`src/rtl/rx_block_lock.sv`:
```
// 64b/66b receive block-lock controller.
// Watches the 2-bit sync headers coming out of the RX gearbox, asks the gearbox for a bit slip
// until the headers line up, and reports block lock to the descrambler/decoder.
// Optional slip/lock statistics outputs are built in when RX_BLOCK_LOCK_STATS_EN is defined.
module rx_block_lock #(
  parameter int unsigned SH_CNT_MAX       = 64,
  parameter int unsigned SH_INVALID_MAX   = 16,
  parameter int unsigned SLIP_WAIT_CYCLES = 4   // 1..255
) (
  input  logic        i_clk,
  input  logic        i_reset,
  input  logic [1:0]  i_header,
  input  logic        i_header_valid,
  output logic        o_slip,
  output logic        o_block_lock
`ifdef RX_BLOCK_LOCK_STATS_EN
  ,
  output logic [15:0] o_slip_count,
  output logic        o_lock_lost
`endif
);

  localparam int unsigned ShCntW  = $clog2(SH_CNT_MAX + 1);
  localparam int unsigned ShInvW  = $clog2(SH_INVALID_MAX + 1);
  localparam int unsigned WaitW   = 8;

  typedef enum logic [1:0] {
    StResetCnt,
    StTestSh,
    StSlip,
    StSlipWait
  } state_e;

  state_e              state_q, state_d;
  logic [ShCntW-1:0]   sh_cnt_q, sh_cnt_d;
  logic [ShInvW-1:0]   sh_inv_q, sh_inv_d;
  logic [WaitW-1:0]    wait_q, wait_d;
  logic                slip_q, slip_d;
  logic                lock_q, lock_d;
  logic                hdr_ok;

  // A sync header is legal only when its two bits differ (01 or 10).
  assign hdr_ok = i_header[1] ^ i_header[0];

  // Next-state logic; window decisions use the counts already updated by the current header.
  always_comb begin
    state_d  = state_q;
    sh_cnt_d = sh_cnt_q;
    sh_inv_d = sh_inv_q;
    wait_d   = wait_q;
    slip_d   = 1'b0;
    lock_d   = lock_q;
    unique case (state_q)
      StResetCnt: begin
        sh_cnt_d = '0;
        sh_inv_d = '0;
        state_d  = StTestSh;
      end
      StTestSh: begin
        if (i_header_valid) begin
          sh_cnt_d = sh_cnt_q + ShCntW'(1);
          if (!hdr_ok) begin
            sh_inv_d = sh_inv_q + ShInvW'(1);
          end
          if (!lock_q) begin
            if (!hdr_ok) begin
              state_d = StSlip;
            end else if (sh_cnt_d == ShCntW'(SH_CNT_MAX)) begin
              lock_d  = 1'b1;
              state_d = StResetCnt;
            end
          end else begin
            // Too many bad headers wins over a window that completes on the same header.
            if (sh_inv_d == ShInvW'(SH_INVALID_MAX)) begin
              lock_d  = 1'b0;
              state_d = StSlip;
            end else if (sh_cnt_d == ShCntW'(SH_CNT_MAX)) begin
              state_d = StResetCnt;
            end
          end
        end
      end
      StSlip: begin
        slip_d  = 1'b1;
        lock_d  = 1'b0;
        wait_d  = WaitW'(SLIP_WAIT_CYCLES);
        state_d = StSlipWait;
      end
      StSlipWait: begin
        // Headers are meaningless while the gearbox re-aligns, so they are not looked at.
        wait_d = wait_q - WaitW'(1);
        if (wait_d == '0) begin
          state_d = StResetCnt;
        end
      end
      default: state_d = StResetCnt;
    endcase
  end

  // FSM state, counters and registered outputs.
  always_ff @(posedge i_clk) begin
    if (i_reset) begin
      state_q  <= StResetCnt;
      sh_cnt_q <= '0;
      sh_inv_q <= '0;
      wait_q   <= '0;
      slip_q   <= 1'b0;
      lock_q   <= 1'b0;
    end else begin
      state_q  <= state_d;
      sh_cnt_q <= sh_cnt_d;
      sh_inv_q <= sh_inv_d;
      wait_q   <= wait_d;
      slip_q   <= slip_d;
      lock_q   <= lock_d;
    end
  end

  assign o_slip       = slip_q;
  assign o_block_lock = lock_q;

`ifdef RX_BLOCK_LOCK_STATS_EN
  logic [15:0] slip_cnt_q;
  logic        lock_lost_q;

  // Saturating slip counter and a pulse on every loss of lock (reset does not count as a loss).
  always_ff @(posedge i_clk) begin
    if (i_reset) begin
      slip_cnt_q  <= '0;
      lock_lost_q <= 1'b0;
    end else begin
      if (slip_d && (slip_cnt_q != 16'hFFFF)) begin
        slip_cnt_q <= slip_cnt_q + 16'd1;
      end
      lock_lost_q <= lock_q & ~lock_d;
    end
  end

  assign o_slip_count = slip_cnt_q;
  assign o_lock_lost  = lock_lost_q;
`endif

endmodule

```
`config.mk`:
```
export PLATFORM = sky130hd
export DESIGN_NAME = rx_block_lock
export DESIGN_NICKNAME = d
export VERILOG_FILES = /design/src/rtl/rx_block_lock.sv
export SDC_FILE = /design/constraint.sdc
export NUM_CORES = 1
export LEC_CHECK = 0
export CORE_ASPECT_RATIO = 1.5
export CORE_MARGIN = 4
export CORE_UTILIZATION = 58
export DETAILED_ROUTE_END_ITERATION = 16
export PLACE_DENSITY = 0.73
export SKIP_CTS_REPAIR_TIMING = 1
export SLEW_MARGIN = 20
export SYNTH_ARGS = -nofsm -noshare
export SYNTH_HDL_FRONTEND = slang
export SYNTH_SLANG_ARGS = --single-unit
```
`constraint.sdc`:
```
create_clock -name i_clk -period 2.3 [get_ports i_clk]
set_clock_uncertainty 0.05 [all_clocks]
set_input_delay 0.46 -clock i_clk [delete_from_list [all_inputs] [get_ports i_clk]]
set_output_delay 0.46 -clock i_clk [all_outputs]
set_load 0.02 [all_outputs]
```
======== Word level (Yosys, flattened, before mapping) ========
Index checks and enable logic that the tools add are counted.
word-level totals
  flip-flop bits (word level) ............. 24
  bits of input ports ..................... 5
  output and inout bits ................... 2
  word-level logic and storage cells ...... 47
cells by class
  add/subtract/negate cells ............... 3
  eq/ne operators ......................... 7
  mux-type cells .......................... 22
  bitwise logic cells ..................... 1
  reductions and logical operators ........ 8
operators with widths
  operator                                                                number
  5-bit two-way mux                                                       4
  8-bit one-hot mux with 2 select lines                                   1
  7-bit one-hot mux with 2 select lines                                   1
  2-bit two-way mux                                                       6
  5-bit one-hot mux with 2 select lines                                   1
  8-bit zero test                                                         1
  2-bit one-hot mux with 4 select lines                                   1
  8-bit by 1-bit subtractor with 8-bit output (second input constant)     1
  7-bit by 1-bit adder with 7-bit output (second input constant)          1
  7-bit equality test (second input constant)                             1
  7-bit two-way mux                                                       1
  1-bit two-way mux                                                       6
  2-bit AND reduction                                                     3
  2-bit nonzero test                                                      3
  5-bit by 1-bit adder with 5-bit output (second input constant)          1
  5-bit equality test (second input constant)                             1
  2-bit equality test (second input constant)                             2
  2-bit != test (second input constant)                                   2
  2-bit by 1-bit equality test with 1-bit output (second input constant)  1
  2-bit zero test                                                         1
  1-bit one-hot mux with 2 select lines                                   1
  1-bit XOR                                                               1

======== Longest topological paths before layout ========
  depth in word-level cells ............... 9
  gate-level depth with buffers ........... 7
  depth with buffers taken out ............ 7

======== Least setup slack after synthesis ========
Ideal clock, no wire load.
  kind .................................... reg2reg
  start point ............................. register wait_q[0]
  end point ............................... register state_q[0]
  library setup time ...................... 0.116 ns
  data arrival time ....................... 1.844 ns
  required time ........................... 2.134 ns
  path slack .............................. 0.291 ns
  cell stages (with the launch flop) ...... 6
  buffers on the path ..................... 0
  period minus slack after synthesis ...... 2.009 ns
  cells stage by stage .................... dfxtp_1 > or4_4 > o41a_1 > nor4_2 > a311oi_1 > a31o_1
on the way
  longest elaborated chain between the ends .. 4
ends and longest elaborated chain
  what                                         line  RTL
  from (decl)                                  37    logic [WaitW-1:0] wait_q, wait_d;
  from (signal assigned)                       113   wait_q <= wait_d;
  8-bit by 1-bit subtractor with 8-bit output  91    wait_d = wait_q - WaitW'(1);
  8-bit zero test                              92    if (wait_d == '0) begin
  2-bit != test (no source line)               -
  2-bit AND reduction (no source line)         -
  to (signal assigned)                         103   state_q <= StResetCnt;
  to (signal assigned)                         110   state_q <= state_d;
  to (decl)                                    34    state_e state_q, state_d;
No other way between the ends.
A chain may end at the register's enable or synchronous reset.

======== Worst setup path after layout ========
Same ends and word-level chain as after synthesis.

==> out/qor.txt <==
LAYOUT
-----------------------------------------------------------------------------------------------
Area Overhead vs Synth                                                                    7.32%
Share of layout cells above drive strength 1                                              11.0%
Fin nets                                                                                    183
Design Area, Final                                                                  0.00145 mm2
ANT cells                                                                                     0
Non-filler instance count after layout                                                      195
Final core utilization                                                                    64.9%

LOGIC SYNTHESIS
-----------------------------------------------------------------------------------------------
Post-synthesis cell type with the largest combined area                                 dfxtp_1
Seq/Total Area, Yosys                                                                     35.6%
Dominant register cell in the synthesized netlist                                       dfxtp_1
Number of flip-flops and latches in the synthesized netlist                                  24
Warnings from Yosys                                                                           0
Library cell with the highest instance count after synthesis                             nor2_1
Fraction of registers with async set/reset                                                   0%
Post-Synthesis Cell Area                                                            0.00135 mm2
Most common library cells after synthesis                                          26 x nor2_1, 24 x dfxtp_1, 13 x a21oi_1, 13 x o21ai_0, 8 x nand2_1
Cell count after synthesis                                                                  165
Avg Inst Size Synth                                                                    8.18 um2
Post-synth EDFFs                                                                              0
Area share of the largest cell type after synthesis                                       35.6%
Synth top area cells                                                               dfxtp_1 36%, nor2_1 7.2%, a21oi_1 4.8%
Distinct cell type count of the synthesized netlist                                          44
Synthesized Nets                                                                            174

GLOBAL ROUTE
-----------------------------------------------------------------------------------------------
GRT Total Usage                                                                           20.8%
Global-route wire length before repair                                                  4.87 mm
Pin count of the biggest net entering global routing                                         15
Initial antenna violation count                                                               0
Via count of the first global-routing pass                                                 1188
Remaining global-route overflow                                                               0

CTS
-----------------------------------------------------------------------------------------------
Clk sink count                                                                               24
CTS buffer count                                                                              3
Clock latency reported for the late side of the worst-skew pair                         0.31 ns
H-Tree Level Count                                                                            1
Clk Tree Root Cell                                                                     clkbuf_4
Clock tree from TritonCTS                                                                 built
Clock buffer depth                                                                            2
Clock input transition at the sequential cells of the worst setup and hold paths        0.13 ns

FLOORPLAN
-----------------------------------------------------------------------------------------------
Placement row count                                                                          21
Number of top-level pins                                                                      7
Total die area                                                                      0.00318 mm2
Vertical die dimension                                                                  67.1 um
Die Width                                                                               47.4 um
Core ar.                                                                            0.00223 mm2
Effective utilization at floorplan                                                        60.4%

ROUTING
-----------------------------------------------------------------------------------------------
DRT antenna net count                                                                         0
Total via count after detailed routing                                                     1248
First-pass iteration count of the detailed router                                             4
Number of design rule violations left after detail routing                                    0
Via/cell ratio                                                                             6.40
Final routed wire length divided by cell count                                          14.7 um
Detailed Route Iter0 Violations                                                              23
Wirelength, routed                                                                      2.88 mm

WORST SETUP PATH
-----------------------------------------------------------------------------------------------
Crit path kind                                                                     flip-flop to flip-flop
Data arrival, critical path                                                             2.31 ns
Endpoint class of the critical path                                                   flip-flop
Worst endpoint required time                                                            2.47 ns
Critical path peak fanout                                                                     8
Critical Path Source Type                                                             flip-flop

PLACEMENT
-----------------------------------------------------------------------------------------------
Cell count after placement                                                                  192
Final weighted congestion in routability-driven placement                                 0.866
Port-buffer cells                                                                             6
Post-DP HPWL                                                                            2.17 mm
Instance area at placement                                                          0.00143 mm2

TIMING
-----------------------------------------------------------------------------------------------
Worst Tran Pin Value                                                                   0.656 ns
Count of endpoints failing hold in the final timing report                                    0
Upper clock frequency limit                                                           0.467 GHz
Final worst-path cycle share                                                              93.2%
Final TNS setup                                                                            0 ns
Unrepaired setup endpoints after global routing                                           false
Clock period minus final worst setup slack                                              2.14 ns
Number of max-slew violations in the final report                                             0
Worst rel slew slack                                                                      55.9%
Total of endpoints with negative setup slack in the final report                              0

POWER AND IR DROP
-----------------------------------------------------------------------------------------------
Static leakage power                                                                0.000506 uW
Worst ir drop on vdd                                                                     444 uV
Total power per unit cell area                                                       560 mW/mm2

JOB
-----------------------------------------------------------------------------------------------
Max-capacitance violation count                                                               0

WORST HOLD PATH
-----------------------------------------------------------------------------------------------
Hold WC Path Type                                                                  flip-flop to flip-flop

OUTCOME
-----------------------------------------------------------------------------------------------
Status                                                                             finished, final reports clean

-- cell families after synthesis --
group                      synth area share [%]
AOI/OAI and AO/OA                          26.7
xor gates and xnor gates                   3.24
adders and majority gates                  3.71
buffers and inverters                      5.93
DFF                                        35.6
muxes                                     0.741
and+or+nand+nor                            24.1
-- sequential cells by signal, indices dropped and copies added (netlist names), named ones only --
register and count:
wait_q 8, sh_cnt_q 7, sh_inv_q 5, o_block_lock 1
o_slip 1, state_q 1
-- layer usage --
metal / global-route usage (%) / part of all wire, % / up-vias
met5: 0 / 0 / -
met4: 12.1 / 1.4 / 0
met3: 4.05 / 2.2 / 4
met2: 34.9 / 52 / 19
met1: 23.0 / 44 / 600
li1: - / - / 625
-- area by class of cell --
type / instances / area (um2)
clock buffer: 3 / 22.5
fill: 206 / 785
inverter: 6 / 22.5
multi-input combinational: 127 / 790
sequential: 24 / 480
tap: 23 / 28.8
timing repair buffer: 12 / 105
-- power by group --
group | switching (uW) | internal, uW | total [uW]
clock network | 120 | 61.2 | 181
logic | 96.5 | 76.4 | 173
registers | 26.1 | 431 | 458
-- through the flow --
step	hold WS (ns)	power (uW)	worst slack [ns]
6_report	0.456	812	0.158
3_3_place_gp	0.430	631	0.112
3_5_place_dp	0.439	638	0.0788
2_1_floorplan	0.410	592	0.291
4_1_cts	0.457	814	0.153
5_1_grt	0.485	856	0.0870
-- worst paths after layout --
| kind | start | endpoint | slack, ns | cells after the start |
|---|---|---|---|---|
| max reg2reg | wait_q[0]$_SDFFE_PP0P_ | state_q[0]$_SDFFE_PP0P_ | 0.16 | 5 |
| min | wait_q[7]$_SDFFE_PP0P_ | wait_q[7]$_SDFFE_PP0P_ | 0.46 | 2 |
| max | wait_q[0]$_SDFFE_PP0P_ | state_q[0]$_SDFFE_PP0P_ | 0.16 | 5 |
| min reg2reg | wait_q[7]$_SDFFE_PP0P_ | wait_q[7]$_SDFFE_PP0P_ | 0.46 | 2 |
-- layout by cell type, fill, tap and decap left out, types with 2 or more instances in the layout --
cell,synthesis,routed
nor2_1,26,26
buf_4,0,6
nand2_1,8,8
a21oi_1,13,13
or3_1,2,2
nand3_1,6,6
clkdlybuf4s50_1,0,6
xnor2_1,2,2
o31ai_1,4,4
inv_1,5,5
xor2_1,3,3
nand4_1,3,3
ha_1,4,4
clkbuf_4,0,3
o21ai_0,13,13
nor3_1,5,5
a211oi_1,2,2
a2bb2oi_1,2,2
a22oi_1,4,4
a311oi_1,4,4
dfxtp_1,24,24
or4_1,2,2
a31oi_1,3,3
o21ai_1,2,2
-- worst max-delay path: stages (launching register included) --
cell and delay (ns):
dfxtp_1 0.39, or4_4 0.60, o41a_1 0.36, nor4_2 0.32
a311oi_1 0.13, a31o_1 0.20
No activity file was read; power rests on OpenSTA's default activity.
==> RTL edit 1, RTL diff (same flow settings) <==
Re-encode `state_e` (4 states) as one-hot, 4 bits wide.
--- a/src/rtl/rx_block_lock.sv
+++ b/src/rtl/rx_block_lock.sv
@@ -25,9 +25,9 @@
   localparam int unsigned WaitW   = 8;
 
-  typedef enum logic [1:0] {
-    StResetCnt,
-    StTestSh,
-    StSlip,
-    StSlipWait
+  typedef enum logic [3:0] {
+    StResetCnt = 4'b0001,
+    StTestSh   = 4'b0010,
+    StSlip     = 4'b0100,
+    StSlipWait = 4'b1000
   } state_e;
 
Behaviour: no difference found for any inputs over 10 cycles, from zero or initial values and one cycle with i_reset high; not proved beyond that.
==> RTL edit 1 against the unedited design <==
Sequential cell count rose by 2; power rose by 25%; core utilization rose by 3.1 points; maximum frequency rose by 3.0%; synthesized area rose by 15%; via count rose by 12%; wire length rose by 17%; die area rose by 12%; cell area rose by 17%; worst setup slack improved by 0.062 ns; count of clock-buffer cells in the layout rose by 1; largest power group unchanged; highest routed layer unchanged.
==> RTL edit 1: results (changes against the unedited design) <==
Worst hold path
  • Hold Crit Class: flip-flop to flip-flop
  • Hold path startpoint: wait_q[7]

Cells and area
  • Biggest regs: wait_q: 8 flops, sh_cnt_q: 7 flops, sh_inv_q: 5 flops
  • Final #Nets: 206 (+13%)
  • Share of layout cells above drive strength 1: 11.2% (+0.18 points)
  • Fill cell count: 208 (+0.97%)
  • # diodes: 0 (unchanged)

STA
  • Slew HR: 64.2% (+8.2 points)

Placement
  • Placer Congestion: 0.875 (+1.1%)
  • Placed instance area: 1660 sq um (+16%)
  • Placed Instances: 228 (+19%)
  • DP HPWL: 2.48 mm (+14%)
  • Port Buf Inserts: 6 (unchanged)

Logic synthesis
  • Net Count, Synth: 198 (+14%)
  • Post-synthesis sequential area ratio: 33.7% (-1.9 points)
  • Post-synth cell types: 50 (+14%)
  • Synth Instances: 189 (+15%)
  • Async S/R FF share, synth: 0% (unchanged)
  • Yosys warnings: 0 (unchanged)
  • Synth Flop Type: dfxtp_1
  • Synth area leaders: dfxtp_1 (34%), nor2_1 (5.6%), a21oi_1 (5.5%)
  • Commonest cells post-synth: dfxtp_1 (26), nor2_1 (23), a21oi_1 (17)

Routing
  • DR WL/cell: 14.5 microns (-1.9%)
  • Router iterations before antenna repair: 4 (unchanged)
  • Post-Route WL: 3.36 mm (+17%)
  • Vias: 1399 (+12%)
  • DRT iter0 DRCs: 51 (+120%)

Pwr
  • Peak supply drop: 321 uV (-28%)
  • Static Leak: 0.604 nW (+19%)

Clock network
  • Worst skew pair latency: 0.33 ns (+0.02 ns)
  • H-tree levels: 1 (unchanged)
  • CTS Buf Count: 3 (unchanged)
  • Clk pin slew, worst setup/hold paths: 0.14 ns
  • CTS Buffer Depth: 2 (unchanged)
  • Root Driver: clkbuf_4

Global route
  • Initial antenna violation count: 0 (unchanged)
  • First-pass GRT wire length: 5.84 mm (+20%)
  • Total track usage: 20.5% (-0.33 points)
  • Vias in the first global route: 1346 (+13%)
  • Largest net degree at the start of global routing: 16 (+1)

Critical path
  • Setup crit start: i_header[0]
  • Arrival @ worst endpoint: 2.26 ns (-0.05 ns)
  • CP delay by family, top: simple AND/OR/NAND/NOR gates
  • CP peak stage delay: 0.44 ns (-0.16 ns)
  • Worst-path maximum fanout: 8 (unchanged)
  • R2R Path Start: state_q[1]
  • CP Class: input port to flip-flop
  • CP max stage cell: clkdlybuf4s50_1

Outcome
  • Outcome: finished, final reports clean

Floorplan
  • Die area: 3570 sq um (+12%)
[RTL edit 1: changes by cell type in the layout (fill, tap and decap cells not counted), sizes merged, moves of 4 or more]
| cell | delta |
|---|---|
| nor4b | +5 |
| and3 | +5 |
| o21ai | -5 |
| a21oi | +4 |
| xnor2 | +4 |
[RTL edit 1: cells by family after synthesis]
family	share of synthesized area, %
simple gates	29.5
fa+ha+maj	3.24
mux	1.38
xor+xnor	3.96
flops	33.7
buf+inv	4.69
compound gates	23.5
[RTL edit 1: final timing paths]
kind	to	slack, ns	cells past startpoint
setup / recovery	o_block_lock	0.22	6
hold / removal	wait_q[7]	0.45	1
setup reg to reg	o_block_lock	0.42	5
hold reg to reg	wait_q[7]	0.45	1
[RTL edit 1: power breakdown]
| group | switching [mW] | total, mW | internal, mW |
|---|---|---|---|
| Clock | 0.137 | 0.233 | 0.0969 |
| Sequential | 0.0497 | 0.521 | 0.472 |
| Combinational | 0.137 | 0.256 | 0.119 |
[RTL edit 1: layout make-up]
type,instances,area [sq um],share of cell area (%)
Multi-Input combinational cell,148,961,56.5
Sequential cell,26,520,30.6
Timing Repair Buffer,15,128,7.50
Tap cell,36,45.0,2.65
Clock buffer,4,36.3,2.13
Inverter,3,11.3,0.662
[RTL edit 1: per-stage QoR]
stage	hold slack, ns	power, mW	setup slack (ns)	setup TNS, ns
after floorplan	0.400	0.713	0.416	0
after global placement	0.429	0.781	-0.166	-0.390
after detailed placement	0.429	0.786	-0.254	-0.691
after CTS	0.455	1.02	0.0841	0
after global routing	0.479	1.07	0.147	0
final	0.449	1.01	0.219	0
[RTL edit 1: routing by layer]
metal,track usage [%],part of all wire [%]
met2,36.8,56
met4,10.2,1.6
met3,2.49,3.0
met1,23.4,39
met5,0,0
==> RTL edit 2, RTL diff (same settings) <==
Made on the original files. The option `RX_BLOCK_LOCK_STATS_EN` is turned on by a define.
--- a/src/rtl/rx_block_lock.sv
+++ b/src/rtl/rx_block_lock.sv
@@ -3,4 +3,6 @@
 // until the headers line up, and reports block lock to the descrambler/decoder.
 // Optional slip/lock statistics outputs are built in when RX_BLOCK_LOCK_STATS_EN is defined.
+`define RX_BLOCK_LOCK_STATS_EN
+
 module rx_block_lock #(
   parameter int unsigned SH_CNT_MAX       = 64,
Formal check against the unedited RTL (old outputs only; new: o_lock_lost and o_slip_count): equivalent (equiv_simple and equiv_induct, registers matched by name and starting in step).
==> RTL edit 2 against the unedited design <==
Maximum frequency rose by 0.46%; synthesized area rose by 69%; core utilization up 7.0 points; sequential cell count up 17; power increased by 83%; worst setup slack improved by 0.0098 ns; clock power rose to 2.6 times the old value; critical path type unchanged; cell area rose by 86%; first-iteration DRC count grew to 3.6 times the old value; combinational power is 59% higher; wire length grew 72%.
==> RTL edit 2: results (changes against the unedited design) <==
Outcome
  • Outcome: finished, final reports clean

Routing
  • DRT iter0 DRCs: 82 (+260%)
  • Vias: 2041 (+64%)
  • Met2 WL: 2.65 mm (+76%)
  • Post-Route WL: 4.94 mm (+72%)
  • M1 wire length: 2.06 mm (+63%)
  • Met3 wire length: 119 microns (+89%)

Global route
  • Met3 Use GR: 4.62% (+0.56 points)
  • First-pass GRT wire length: 8.56 mm (+76%)
  • Met1 Track Usage GR: 22.8% (-0.21 points)
  • Largest net degree at the start of global routing: 44 (+29)

Cells and area
  • Fill cell count: 313 (+52%)
  • Share of layout cells above drive strength 1: 9.00% (-2.0 points)
  • Fin cells: 354 (+82%)
  • Final #Nets: 324 (+77%)
  • Max FFs per register: 16 (+8)

Logic synthesis
  • Synth area leaders: dfxtp_1 (36%), nor2_1 (6.9%), xnor2_1 (5.4%)
  • Synthesized flop and latch total: 41 (+71%)
  • Post-synth cell types: 50 (+14%)
  • Synth Area in XOR/XNOR: 6.53% (+3.3 points)
  • Post-synthesis sequential area ratio: 36.0% (+0.40 points)
  • Synth Area in Compound Gates: 21.1% (-5.6 points)
  • Mux cell area share after synthesis: 1.32% (+0.58 points)

Critical path
  • Worst-path maximum fanout: 6 (-2)
  • Arrival @ worst endpoint: 2.27 ns (-0.04 ns)

Placement
  • Port Buf Inserts: 23 (+17)
  • Placer Congestion: 0.798 (-7.8%)
  • DP HPWL: 3.65 mm (+68%)
  • Placed instance area: 2610 sq um (+83%)

Pwr
  • Sw Ratio: 29.4% (-0.49 points)
  • P_clk: 463 uW (+160%)
  • Reg power frac: 50.2% (-6.2 points)
  • Peak supply drop: 514 uV (+16%)
  • Static Leak: 0.960 nW (+90%)

Clock network
  • Root Driver: clkbuf_8
  • H-tree levels: 2 (+1)
  • Clk pin slew, worst setup/hold paths: 0.08 ns (-0.05 ns)

Floorplan
  • Starting density of the core: 60.8% (+0.38 points)

STA
  • Slew HR: 65.8% (+9.9 points)
[RTL edit 2: cell types whose count changed in the layout (fill, tap and decap cells not counted), sizes merged, moves of 5 or more]
cell | unedited run | this run
a211oi | 2 | 7
a21oi | 13 | 22
clkdlybuf4s50 | 6 | 23
dfxtp | 24 | 41
ha | 4 | 9
inv | 6 | 17
nand2 | 8 | 18
nand4 | 3 | 9
nor2 | 26 | 42
nor3 | 6 | 12
xnor2 | 2 | 14
[RTL edit 2: worst paths after layout]
check / endpoint / from / cells after the start / slack, ns
setup / recovery: flip-flop / flip-flop / 8 / 0.17
hold / removal: wait_q[5] / wait_q[5] / 2 / 0.43
setup reg to reg: flip-flop / flip-flop / 8 / 0.17
hold reg to reg: wait_q[5] / wait_q[5] / 2 / 0.43
[RTL edit 2: critical path, cell delays in order (launching register included)]
cell and delay [ns]:
dfxtp_1 0.44, inv_1 0.09, ha_1 0.27, nor2b_1 0.18, nor4_1 0.30, buf_4 0.17, a41oi_4 0.14, nor3_1 0.29
o2bb2ai_1 0.09
[RTL edit 2: per-stage QoR]
| stage | setup slack (ns) | power (mW) | setup TNS [ns] |
|---|---|---|---|
| 2_1_floorplan | 0.351 | 0.954 | 0 |
| 3_3_place_gp | -0.0241 | 1.03 | -0.0241 |
| 3_5_place_dp | -0.0820 | 1.04 | -0.203 |
| 4_1_cts | 0.181 | 1.50 | 0 |
| 5_1_grt | 0.0278 | 1.56 | 0 |
| 6_report | 0.167 | 1.48 | 0 |
[RTL edit 2: area by class of cell]
cell class,count,area [sq um],area share (%)
clock buffer,6,72.6,2.69
multi-input combinational,211,1350,50.2
timing repair buffer,33,318,11.8
sequential,41,821,30.4
inverter,18,67.6,2.51
tap,43,53.8,2.00
clock inverter,2,10.0,0.371
